$ cat config.mk
export PLATFORM = sky130hd
export DESIGN_NAME = evt_pulse_gen
export DESIGN_NICKNAME = d
export VERILOG_FILES = /design/src/rtl/evt_pulse_gen_pkg.sv /design/src/rtl/evt_pulse_gen_sync_2ff.sv /design/src/rtl/evt_pulse_gen.sv
export SDC_FILE = /design/constraint.sdc
export NUM_CORES = 1
export LEC_CHECK = 0
export ABC_CLOCK_PERIOD_IN_PS = 3400
export CORE_MARGIN = 2
export CORE_UTILIZATION = 54
export CTS_CLUSTER_DIAMETER = 30
export DETAILED_ROUTE_END_ITERATION = 10
export HOLD_SLACK_MARGIN = 0.03
export PLACE_DENSITY = 0.77
export SYNTH_ARGS = -nofsm -noshare
export SYNTH_HDL_FRONTEND = slang
export SYNTH_SLANG_ARGS = --single-unit
export TNS_END_PERCENT = 30
$ cat constraint.sdc
create_clock -name clk_in -period 3.4 [get_ports clk_in]
set_clock_uncertainty 0.05 [all_clocks]
set_input_delay 0.68 -clock clk_in [delete_from_list [all_inputs] [get_ports clk_in]]
set_output_delay 0.68 -clock clk_in [all_outputs]
set_load 0.02 [all_outputs]
$ cat src/rtl/evt_pulse_gen_pkg.sv
// Shared types and constants for the event pulse generator.
// Edge-select codes, debounce FSM states and a width helper.
package evt_pkg;

   typedef enum logic [1:0] {
      STABLE_LO = 2'd0,
      PEND_HI   = 2'd1,
      STABLE_HI = 2'd2,
      PEND_LO   = 2'd3
   } evt_state_t;

   localparam int EDGE_RISE = 0;
   localparam int EDGE_FALL = 1;
   localparam int EDGE_BOTH = 2;

   function automatic int unsigned max3(
      input int unsigned a,
      input int unsigned b,
      input int unsigned c
   );
      int unsigned m;
      m = (a > b) ? a : b;
      return (m > c) ? m : c;
   endfunction

endpackage

$ cat src/rtl/evt_pulse_gen_sync_2ff.sv
// Two-flop synchroniser for asynchronous inputs.
// Both stages reset to zero.
module sync_2ff #(
   parameter int WIDTH = 1
) (
   input  logic             clk_i,
   input  logic             rst_ni,
   input  logic [WIDTH-1:0] d_i,
   output logic [WIDTH-1:0] q_o
);

   logic [WIDTH-1:0] s1_q;
   logic [WIDTH-1:0] s2_q;

   // two-stage capture of the asynchronous level
   always_ff @(posedge clk_i or negedge rst_ni) begin
      if (!rst_ni) begin
         s1_q <= '0;
         s2_q <= '0;
      end else begin
         s1_q <= d_i;
         s2_q <= s1_q;
      end
   end

   assign q_o = s2_q;

endmodule

$ cat src/rtl/evt_pulse_gen.sv
// Synchronise, debounce and edge-detect a raw level into event pulses.
// Optional auto-repeat while held high: define EVT_PULSE_REPEAT_EN.
module evt_pulse_gen
   import evt_pkg::*;
#(
   parameter int unsigned DEBOUNCE_CYCLES = 20000,
   parameter int          EDGE_SEL        = 0,
   parameter int unsigned REPEAT_DELAY    = 50000000,
   parameter int unsigned REPEAT_PERIOD   = 10000000
) (
   input  logic clk_in,
   input  logic rst_in,
   input  logic raw_in,
   output logic clean_out,
   output logic evt_out
);

   localparam int unsigned CNT_MAX =
      max3(DEBOUNCE_CYCLES, REPEAT_DELAY, REPEAT_PERIOD);
   localparam int CNT_W = $clog2(CNT_MAX + 1);

   localparam logic [CNT_W-1:0] CNT_ONE = CNT_W'(1);
   localparam logic [CNT_W-1:0] CNT_SAT = '1;
   localparam logic [CNT_W-1:0] DB_LAST =
      CNT_W'(DEBOUNCE_CYCLES - 1);
   localparam bit DB_ONE = (DEBOUNCE_CYCLES == 1);

   logic             s2;
   evt_state_t       state_q, state_d;
   logic [CNT_W-1:0] cnt_q, cnt_d;
   logic             clean_q, clean_d;
   logic             evt_q, evt_d;
   logic             rise, fall;
   logic             edge_evt;
   logic             rpt_fire;

   sync_2ff #(
      .WIDTH (1)
   ) u_sync (
      .clk_i  (clk_in),
      .rst_ni (rst_in),
      .d_i    (raw_in),
      .q_o    (s2)
   );

   // debounce FSM: a level change needs DEBOUNCE_CYCLES equal samples
   always_comb begin
      state_d = state_q;
      cnt_d   = cnt_q;
      rise    = 1'b0;
      fall    = 1'b0;
      unique case (state_q)
         STABLE_LO: begin
            if (s2) begin
               if (DB_ONE) begin
                  state_d = STABLE_HI;
                  rise    = 1'b1;
               end else begin
                  state_d = PEND_HI;
                  cnt_d   = CNT_ONE;
               end
            end
         end
         PEND_HI: begin
            if (!s2) begin
               state_d = STABLE_LO;
               cnt_d   = '0;
            end else if (cnt_q == DB_LAST) begin
               state_d = STABLE_HI;
               cnt_d   = '0;
               rise    = 1'b1;
            end else if (cnt_q != CNT_SAT) begin
               cnt_d = cnt_q + CNT_ONE;
            end
         end
         STABLE_HI: begin
            if (!s2) begin
               if (DB_ONE) begin
                  state_d = STABLE_LO;
                  fall    = 1'b1;
               end else begin
                  state_d = PEND_LO;
                  cnt_d   = CNT_ONE;
               end
            end
         end
         PEND_LO: begin
            if (s2) begin
               state_d = STABLE_HI;
               cnt_d   = '0;
            end else if (cnt_q == DB_LAST) begin
               state_d = STABLE_LO;
               cnt_d   = '0;
               fall    = 1'b1;
            end else if (cnt_q != CNT_SAT) begin
               cnt_d = cnt_q + CNT_ONE;
            end
         end
         default: begin
            state_d = STABLE_LO;
            cnt_d   = '0;
         end
      endcase
   end

`ifdef EVT_PULSE_REPEAT_EN
   localparam logic [CNT_W-1:0] RD_LAST = CNT_W'(REPEAT_DELAY - 1);
   localparam logic [CNT_W-1:0] RP_LAST = CNT_W'(REPEAT_PERIOD - 1);
   localparam bit RPT_OK = (EDGE_SEL != EDGE_FALL);

   logic [CNT_W-1:0] rpt_q, rpt_d;
   logic             armed_q, armed_d;

   // repeat timer runs only while staying in STABLE_HI
   always_comb begin
      rpt_d    = rpt_q;
      armed_d  = armed_q;
      rpt_fire = 1'b0;
      if (state_q != STABLE_HI || !s2) begin
         rpt_d   = '0;
         armed_d = 1'b0;
      end else if (rpt_q == (armed_q ? RP_LAST : RD_LAST)) begin
         rpt_d    = '0;
         armed_d  = 1'b1;
         rpt_fire = RPT_OK;
      end else if (rpt_q != CNT_SAT) begin
         rpt_d = rpt_q + CNT_ONE;
      end
   end

   // repeat timer state
   always_ff @(posedge clk_in or negedge rst_in) begin
      if (!rst_in) begin
         rpt_q   <= '0;
         armed_q <= 1'b0;
      end else begin
         rpt_q   <= rpt_d;
         armed_q <= armed_d;
      end
   end
`else
   assign rpt_fire = 1'b0;
`endif

   assign edge_evt = (rise && (EDGE_SEL != EDGE_FALL)) ||
                     (fall && (EDGE_SEL != EDGE_RISE));

   assign clean_d = (state_d == STABLE_HI) || (state_d == PEND_LO);
   assign evt_d   = (edge_evt || rpt_fire) && !evt_q;

   // FSM, counter and registered outputs
   always_ff @(posedge clk_in or negedge rst_in) begin
      if (!rst_in) begin
         state_q <= STABLE_LO;
         cnt_q   <= '0;
         clean_q <= 1'b0;
         evt_q   <= 1'b0;
      end else begin
         state_q <= state_d;
         cnt_q   <= cnt_d;
         clean_q <= clean_d;
         evt_q   <= evt_d;
      end
   end

   assign clean_out = clean_q;
   assign evt_out   = evt_q;

endmodule

==> results of run 1 <==
-- worst max-delay path: stages, from the launching register on --
cell	delay, ps
dfrtp_1	440
ha_1	260
nand4_1	250
nor2_1	270
nand3_1	550
xnor2_1	300
o32ai_1	260
-- stage by stage --
step	power, W	worst slack, ps	hold slack (ps)	std cells
6_report	0.000659	903	318	264
5_1_grt	0.000684	730	327	264
4_1_cts	0.000661	917	324	264
3_5_place_dp	0.000470	952	297	258
3_3_place_gp	0.000466	1040	287	258
2_1_floorplan	0.000447	1400	281	215
-- power groups by stage --
stage / Clock, W / Sequential [W] / Combinational (W)
floorplan: 0 / 0.000404 / 0.0000426
global placement: 0 / 0.000407 / 0.0000590
detailed placement: 0 / 0.000409 / 0.0000612
CTS: 0.000198 / 0.000401 / 0.0000616
global route: 0.000210 / 0.000405 / 0.0000696
finish: 0.000193 / 0.000403 / 0.0000626
-- state kept, by name, summed over array words and instances (netlist names) --
| register | flops |
|---|---|
| evt_out | 1 |
| u_sync.s1_q | 1 |
| clean_out | 1 |
| u_sync.q_o | 1 |
| state_q | 1 |
| cnt_q | 26 |
-- final timing paths --
kind | from | endpoint | slack (ps)
setup / recovery | cnt_q[0] | cnt_q[0] | 900
hold / removal | u_sync.s1_q | u_sync.q_o | 320
setup reg to reg | cnt_q[0] | cnt_q[0] | 900
hold reg to reg | u_sync.s1_q | u_sync.q_o | 320
max in group asynchronous | rst_in | cnt_q[4] | 1960
min in group asynchronous | rst_in | cnt_q[14] | 650
-- Yosys cell counts, types with 3 or more instances --
| library cell | instances |
|---|---|
| or4_1 | 3 |
| nand2_1 | 26 |
| or3_1 | 3 |
| dfrtp_1 | 31 |
| a31oi_1 | 15 |
| a21oi_1 | 4 |
| and4_1 | 3 |
| o21ai_0 | 4 |
| nand3_1 | 19 |
| nor3_1 | 11 |
| o21ai_1 | 6 |
| inv_1 | 3 |
| clkbuf_1 | 5 |
| xnor2_1 | 3 |
| nand4_1 | 4 |
| buf_6 | 4 |
| o211ai_1 | 6 |
| and3_1 | 7 |
| nor2_1 | 11 |
| nor4_1 | 5 |
-- cell families after synthesis --
| logic type | count (synthesis) | synth area share |
|---|---|---|
| AND/OR/NAND/NOR | 106 | 0.309 |
| AO/OA/AOI/OAI | 58 | 0.214 |
| flip-flops | 31 | 0.401 |
| buffers and inverters | 13 | 0.0413 |
| XOR/XNOR | 5 | 0.0226 |
| multiplexers | 1 | 0.00581 |
| adder cells (fa/ha/maj) | 1 | 0.00646 |
-- cell type report --
class | count | area [um^2] | area share
clock buffers | 6 | 41.3 | 0.0203
inverters | 3 | 11.3 | 0.00555
multi-input cells | 171 | 1080 | 0.533
flip-flops and latches | 31 | 776 | 0.382
well taps | 46 | 57.6 | 0.0284
repair buffers | 7 | 62.6 | 0.0308
-- metal layers --
layer / global-route usage / vias to the layer above / part of all wire
met4: 0.109 / 0 / 0.035
li1: - / 845 / -
met2: 0.408 / 118 / 0.45
met3: 0.0651 / 23 / 0.097
met5: 0 / - / 0
met1: 0.336 / 883 / 0.41
==> impl_metrics.csv, run 1 <==
group,metric,value,unit
floorplanning,die_w,63.9,um
synth,ys_seq_area_frac,0.401,
floorplanning,row_count,21,
drt,viasPerCell,7.08,
sta,rsz0062_at_grt,"false",
critical_path,cp_max_fo,17,
place,placed_area,1990,um^2
cells_and_area,drive_above_1_share,0.0963,
drt,wl_per_cell,18.0,um
clock_network,numCtsBuffers,5,
cells_and_area,syn_to_final_growth,4.78,%
floorplanning,die_h,63.9,um
clock_network,cts_buffer_depth,2,
synth,synth-warning-count,0,
drt,wirelength,4760,um
critical_path,required,3570,ps
power_and_ir_drop,p_seq_frac,0.611,
critical_path,r2r_cells,6,
power_and_ir_drop,p_int,0.000480,W
cells_and_area,finalInstanceArea,2030,um^2
floorplanning,initial_core_util,0.571,
sta,fmaxAchievable,0.401,GHz
clock_network,cts_tree,"done",
clock_network,cts_setup_buffers,0,
power_and_ir_drop,p_comb_frac,0.095,
sta,worst_slew_pin_slew,1070,ps
sta,period_needed,2500,ps
drt,drt.antenna.violating_nets,0,
worst_hold_path,hold_class,"flip-flop to flip-flop",
global_route,gr-total-overflow,0,
global_route,grt.total_usage,0.258,
global_route,antenna_found_initial,0,
critical_path,cp.arrival,2670,ps
clock_network,path_clk_slew,70,ps
sta,setup_violations,0,
synth,synth_area,1940,um^2
cells_and_area,fin_util,0.599,
power_and_ir_drop,switching_share,0.272,
cells_and_area,layout_common_cells,"dfrtp_1 (31), nand2_1 (26), nand3_1 (19), a31oi_1 (15)",
drt,first_iter_violations,193,
synth,async_flop_share,1.00,
global_route,grt_first_pass_wirelength,8310,um
global_route,grt_max_degree,25,
critical_path,setup.worst_path.start_class,"flip-flop",
cells_and_area,antennaDiodeCount,0,
cells_and_area,mostFrequentLayoutCell,"dfrtp_1",
drt,drc,0,
sta,fin_setup_tns,0,ps
sta,slew_violations,0,
outcome,outcome,"complete, no violations",
clock_network,cts_num_sinks,31,
synth,synth_cell_type_count,54,
synth,synth_nets,219,
worst_hold_path,whs_path_depth,0,
clock_network,htree_levels,2,
sta,final-hold-violation-count,0,
critical_path,critPathCaptureType,"flip-flop",
power_and_ir_drop,pwr-share-clk,0.294,
synth,synthFlopType,"dfrtp_1",
synth,synth_enable_flop_cells,0,
synth,ys_ff_latch,31,
synth,synthTopCellsByArea,"dfrtp_1 (40%), nand2_1 (5.0%), nand3_1 (4.9%), a31oi_1 (4.8%), nor3_1 (2.8%)",
floorplanning,die_area,4080,um^2
power_and_ir_drop,peakVddDrop,287,uV
sta,relSlewSlack,0.284,
drt,dr_total_vias,1869,
floorplanning,coreArea,3390,um^2
place,io_buffers,4,
clock_network,post_cts_resized,0,
sta,period_share,0.734,
clock_network,hold_buffers,0,
clock_network,clock_latency,340,ps
clock_network,root_buffer,"clkbuf_4",
synth,synth.top_cell.area_share,0.401,
cells_and_area,nNetsFinal,223,
floorplanning,ioPinCount,5,
cells_and_area,fillers,274,
power_and_ir_drop,leakagePower,0.783,nW
job,cap_violations,0,
critical_path,path_class,"flip-flop to flip-flop",
drt,dr.pass1.iters,5,
place,post-dp-hpwl,3350,um
global_route,grt_pass1_vias,1740,
place,place.gp.congestion,0.945,
synth,syn_area_per_cell,9.01,um^2
power_and_ir_drop,switchingPower,0.000179,W
synth,synth.largest_area_cell,"dfrtp_1",
power_and_ir_drop,cellPowerDensity,325,nW/um^2
synth,synth_cells,215,
Note: power is estimated with default switching activity, not from simulation.
==> run 2: changes to the inputs <==
--- a/config.mk
+++ b/config.mk
@@ -5,13 +5,13 @@
 export SDC_FILE = /design/constraint.sdc
 export NUM_CORES = 1
 export LEC_CHECK = 0
-export ABC_CLOCK_PERIOD_IN_PS = 3400
+export ABC_CLOCK_PERIOD_IN_PS = 2150
 export CORE_MARGIN = 2
 export CORE_UTILIZATION = 54
 export CTS_CLUSTER_DIAMETER = 30
 export DETAILED_ROUTE_END_ITERATION = 10
 export HOLD_SLACK_MARGIN = 0.03
-export PLACE_DENSITY = 0.77
+export PLACE_DENSITY = 0.8
 export SYNTH_ARGS = -nofsm -noshare
 export SYNTH_HDL_FRONTEND = slang
 export SYNTH_SLANG_ARGS = --single-unit
==> constraint.sdc (replaced) <==
create_clock -name clk_in -period 2.15 [get_ports clk_in]
set_clock_uncertainty 0.05 [all_clocks]
set_input_delay 0.43 -clock clk_in [delete_from_list [all_inputs] [get_ports clk_in]]
set_output_delay 0.43 -clock clk_in [all_outputs]
set_load 0.02 [all_outputs]
==> run 2 against run 1 <==
Against the previous run: die area is the same; first-iteration DRC count decreased by 2.1%; core utilization increased by 6.4 points; non-clock buffer count up 20; sequential power increased by 54%; combinational power grew 130%; clock power rose to 2.5 times the previous value; routed wire length grew 6.1%; maximum frequency increased by 20%; worst hold slack got worse by 7.9 ps; via count rose by 0.21%; critical endpoint is now cnt_q[14]; highest routed layer unchanged.
==> impl_metrics.csv, run 2 (same netlist as run 1, synthesis figures left out) <==
group,metric,value,unit
place,place.gp.congestion,0.955,
place,placed_area,2150,um^2
sta,relSlewSlack,0.547,
power_and_ir_drop,cellPowerDensity,557,nW/um^2
critical_path,r2r_end,"cnt_q[14]",
critical_path,setup.worst_path.start_class,"flip-flop",
clock_network,cts_tree,"done",
cells_and_area,mostFrequentLayoutCell,"dfrtp_1",
sta,fmaxAchievable,0.480,GHz
power_and_ir_drop,switchingPower,0.000306,W
floorplanning,coreArea,3390,um^2
worst_hold_path,min_from,"u_sync.s1_q",
clock_network,numCtsBuffers,5,
job,cap_violations,0,
global_route,grt_max_degree,32,
power_and_ir_drop,p_seq_frac,0.495,
floorplanning,row_count,21,
sta,fin_setup_tns,0,ps
critical_path,critPathCaptureType,"flip-flop",
critical_path,cp_max_fo,3,
power_and_ir_drop,leakagePower,0.906,nW
global_route,grt_first_pass_wirelength,8570,um
sta,rsz0062_at_grt,"true",
sta,setup_violations,0,
worst_hold_path,whs_path_depth,0,
drt,first_iter_violations,189,
critical_path,r2r_slack,70,ps
drt,wl_per_cell,17.7,um
critical_path,r2r_cells,7,
clock_network,root_buffer,"clkbuf_4",
clock_network,path_clk_slew,100,ps
sta,finalHoldWorstSlack,311,ps
drt,viasPerCell,6.55,
critical_path,cp.arrival,2320,ps
clock_network,cts_buffer_depth,2,
cells_and_area,fillers,280,
clock_network,clock_latency,340,ps
global_route,gr-total-overflow,0,
sta,period_share,0.969,
global_route,grt.total_usage,0.272,
place,io_buffers,4,
cells_and_area,syn_to_final_growth,16.0,%
cells_and_area,finalInstanceArea,2250,um^2
floorplanning,die_w,63.9,um
global_route,grt_pass1_vias,1854,
floorplanning,initial_core_util,0.571,
place,post-dp-hpwl,3610,um
critical_path,max_stage_delay,480,ps
power_and_ir_drop,pwr-share-clk,0.388,
power_and_ir_drop,p_comb_frac,0.117,
critical_path,required,2380,ps
clock_network,htree_levels,2,
worst_hold_path,hold_class,"flip-flop to flip-flop",
power_and_ir_drop,peakVddDrop,502,uV
power_and_ir_drop,p_int,0.000945,W
sta,final-hold-violation-count,0,
global_route,antenna_found_initial,0,
sta,slew_violations,0,
drt,drt.antenna.violating_nets,0,
critical_path,path_class,"flip-flop to flip-flop",
floorplanning,die_area,4080,um^2
cells_and_area,largest_register_ffs,26,
drt,dr_total_vias,1873,
critical_path,cp_slowest_cell,"or4_1",
cells_and_area,antennaDiodeCount,0,
sta,period_needed,2080,ps
cells_and_area,nNetsFinal,243,
floorplanning,ioPinCount,5,
drt,dr.pass1.iters,4,
drt,drc,0,
worst_hold_path,hold_end,"u_sync.q_o",
drt,wirelength,5050,um
floorplanning,die_h,63.9,um
clock_network,hold_buffers,0,
cells_and_area,largest_register,"cnt_q",
critical_path,crit_chain,"ha_1 -> nand4_1 -> buf_4 -> nor3_1 -> o21ai_1 -> or4_1 -> nand3_1",
cells_and_area,layout_common_cells,"dfrtp_1 (29), nand2_1 (26), buf_4 (22), nand3_1 (18), a31oi_1 (15)",
power_and_ir_drop,power,0.00125,W
outcome,outcome,"complete, no violations",
sta,worst_slew_pin_slew,678,ps
power_and_ir_drop,switching_share,0.245,
clock_network,cts_num_sinks,31,
critical_path,rr_startpoint,"cnt_q[1]",
cells_and_area,drive_above_1_share,0.200,
-- run 2: what timing repair did --
action | CTS | global route
buffers inserted | 0 | 0
gates resized for setup | 0 | 4
endpoints found under the setup margin | 0 | 10
-- run 2: layout make-up --
class	instances	area, um^2	area share
multi-input combinational	171	1090	0.484
sequential	31	778	0.346
timing repair buffer	27	225	0.100
tap	46	57.6	0.0256
clock buffer	6	51.3	0.0228
clock inverter	2	35.0	0.0156
inverter	3	11.3	0.00501
-- run 2: worst max path at each step --
stage	to	depth (start not counted)	from	slack, ps
after floorplan	cnt_q[1]	6	cnt_q[12]	150
after global routing	cnt_q[14]	7	cnt_q[1]	-70
after global placement	cnt_q[7]	5	clean_out	110
after detailed placement	cnt_q[15]	5	clean_out	30
after CTS	cnt_q[15]	5	clean_out	0.4
final	cnt_q[14]	7	cnt_q[1]	70
-- run 2: critical path: cells and delay by family, from the launching register on --
family,cells,cell delay [ps]
and+or+nand+nor,4,1040
DFF,1,360
adders and majority gates,1,180
AOI/OAI and AO/OA,1,170
buffers and inverters,1,220
-- run 2: power by group through the flow --
stage / logic (W) / registers (W) / clock network [W]
6_report: 0.000146 / 0.000619 / 0.000486
3_3_place_gp: 0.000143 / 0.000629 / 0
4_1_cts: 0.000146 / 0.000619 / 0.000487
5_1_grt: 0.000163 / 0.000621 / 0.000516
3_5_place_dp: 0.000146 / 0.000630 / 0
2_1_floorplan: 0.0000674 / 0.000639 / 0
-- run 2: metrics by stage --
stage | cells | utilization | setup slack, ps
global route | 286 | 0.663 | -67.5
detailed placement | 278 | 0.635 | 26.9
finish | 286 | 0.663 | 67.3
CTS | 286 | 0.660 | 0.421
global placement | 278 | 0.635 | 113
floorplan | 215 | - | 152
-- run 2: layer usage --
| layer | up-vias | routed length [um] | GRT usage |
|---|---|---|---|
| met5 | - | 0 | 0 |
| met4 | 0 | 128 | 0.155 |
| met3 | 15 | 318 | 0.0511 |
| met2 | 77 | 2440 | 0.430 |
| met1 | 897 | 2160 | 0.348 |
| li1 | 884 | - | - |
==> run 3: changes to the inputs <==
--- a/config.mk
+++ b/config.mk
@@ -8,6 +8,7 @@
 export ABC_CLOCK_PERIOD_IN_PS = 2150
 export CORE_MARGIN = 2
 export CORE_UTILIZATION = 54
+export CTS_BUF_LIST = sky130_fd_sc_hd__clkbuf_8
 export CTS_CLUSTER_DIAMETER = 30
 export DETAILED_ROUTE_END_ITERATION = 10
 export HOLD_SLACK_MARGIN = 0.03
==> run 3 against run 2 <==
Against the previous run: critical path type unchanged; sequential share of layout area is 0.55 points lower; core utilization is 1.1 points higher; flip-flop and latch count stayed put; largest power group unchanged; worst setup slack better by 6.8 ps; register-to-register slack hardly changed.
==> impl_metrics.csv, run 3 (same netlist as run 1, synthesis figures left out) <==
group,metric,value,unit
clock_network,cts_setup_buffers,0,
critical_path,r2r_cells,5,
sta,fin_setup_tns,0,ps
clock_network,cts_buffer_depth,2,
sta,period_share,0.965,
drt,viasPerCell,6.64,
floorplanning,die_h,63.9,um
power_and_ir_drop,peakVddDrop,515,uV
global_route,gr-total-overflow,0,
clock_network,cts_tree,"done",
outcome,outcome,"complete, no violations",
floorplanning,row_count,21,
power_and_ir_drop,leakagePower,0.919,nW
global_route,grt.total_usage,0.276,
critical_path,cp.arrival,2190,ps
cells_and_area,nNetsFinal,243,
drt,wl_per_cell,18.2,um
place,post-dp-hpwl,3610,um
clock_network,root_buffer,"clkbuf_8",
critical_path,rr_startpoint,"cnt_q[5]",
floorplanning,coreArea,3390,um^2
cells_and_area,largest_register,"cnt_q",
cells_and_area,drive_above_1_share,0.204,
clock_network,clock_latency,290,ps
cells_and_area,largest_register_ffs,26,
critical_path,cp_max_fo,7,
floorplanning,ioPinCount,5,
place,place.gp.congestion,0.955,
critical_path,crit_chain,"and4_1 -> nand3_1 -> or2_2 -> o41ai_1 -> o21ai_1",
cells_and_area,fin_util,0.674,
global_route,antenna_found_initial,0,
critical_path,critPathCaptureType,"flip-flop",
worst_hold_path,min_from,"u_sync.s1_q",
sta,slew_violations,0,
clock_network,path_clk_slew,60,ps
drt,dr.pass1.iters,4,
critical_path,setup.worst_path.start_class,"flip-flop",
drt,drc,0,
sta,setup_violations,0,
cells_and_area,fillers,271,
worst_hold_path,hold_end,"u_sync.q_o",
sta,finalHoldWorstSlack,303,ps
floorplanning,initial_core_util,0.571,
worst_hold_path,hold_class,"flip-flop to flip-flop",
drt,wirelength,5200,um
cells_and_area,syn_to_final_growth,17.9,%
floorplanning,die_w,63.9,um
sta,fmaxAchievable,0.482,GHz
floorplanning,die_area,4080,um^2
drt,dr_total_vias,1899,
sta,final-hold-violation-count,0,
worst_hold_path,whs_path_depth,0,
global_route,grt_max_degree,32,
clock_network,hold_buffers,0,
critical_path,cp_slowest_cell,"dfrtp_1",
global_route,grt_pass1_vias,1857,
critical_path,r2r_end,"cnt_q[15]",
global_route,grt_first_pass_wirelength,8620,um
drt,first_iter_violations,153,
cells_and_area,layout_common_cells,"dfrtp_1 (29), nand2_1 (26), buf_4 (22), nand3_1 (18), a31oi_1 (15)",
clock_network,numCtsBuffers,5,
place,dp_cells,278,
place,placed_area,2150,um^2
cells_and_area,stdcell_count,286,
critical_path,r2r_slack,70,ps
sta,period_needed,2080,ps
power_and_ir_drop,cellPowerDensity,598,nW/um^2
sta,relSlewSlack,0.541,
cells_and_area,antennaDiodeCount,0,
cells_and_area,finalInstanceArea,2280,um^2
critical_path,path_class,"flip-flop to flip-flop",
drt,drt.antenna.violating_nets,0,
critical_path,max_stage_delay,470,ps
clock_network,cts_num_sinks,31,
sta,worst_slew_pin_slew,687,ps
clock_network,htree_levels,2,
critical_path,required,2260,ps
cells_and_area,mostFrequentLayoutCell,"dfrtp_1",
job,cap_violations,0,
place,io_buffers,4,
run 3: how the worst max path moves through the flow:
stage	startpoint	to	slack (ps)	cells past startpoint
global placement	clean_out	cnt_q[7]	110	5
global route	cnt_q[6]	cnt_q[5]	-10	6
floorplan	cnt_q[12]	cnt_q[1]	150	6
detailed placement	clean_out	cnt_q[15]	30	5
finish	cnt_q[5]	cnt_q[15]	70	5
CTS	clean_out	cnt_q[15]	7	5
run 3: layout make-up:
type / instances / area (um^2) / area share
clock inverters: 2 / 35.0 / 0.0153
clock buffers: 6 / 82.6 / 0.0362
well taps: 46 / 57.6 / 0.0252
repair buffers: 27 / 225 / 0.0986
inverters: 3 / 11.3 / 0.00493
flip-flops and latches: 31 / 778 / 0.341
multi-input cells: 171 / 1090 / 0.479
run 3: per-layer routing:
metal  share of wire  GRT usage  vias up  wire, um
met3           0.069     0.0528       15       356
met4           0.024      0.166        0       125
met1            0.43      0.348      909      2250
met2            0.47      0.438       86      2460
li1                -          -      889         -
met5               0          0        -         0
run 3: power by group:
group / switching, W / leakage (nW) / internal, W / total [W]
Sequential: 0.0000144 / 0.419 / 0.000605 / 0.000619
Clock: 0.000223 / 0.0612 / 0.000375 / 0.000598
Combinational: 0.0000814 / 0.439 / 0.0000661 / 0.000147
Total: 0.000319 / 0.919 / 0.00105 / 0.00136
run 3: critical path: cells and delay by family, from the launching register on:
kind | cells | cell delay [ps]
flops | 1 | 470
compound gates | 2 | 460
simple gates | 3 | 980
run 3: repair_timing:
item	4_1_cts	5_1_grt
endpoints found under the setup margin	0	14
resized for setup	0	6
endpoints found under the hold margin	0	0
run 3: metrics by stage:
step / power (W) / setup slack (ps)
final: 0.00136 / 74.2
after global routing: 0.00141 / -14.3
after global placement: 0.000772 / 113
after detailed placement: 0.000776 / 26.9
after CTS: 0.00137 / 7.31
after floorplan: 0.000706 / 152
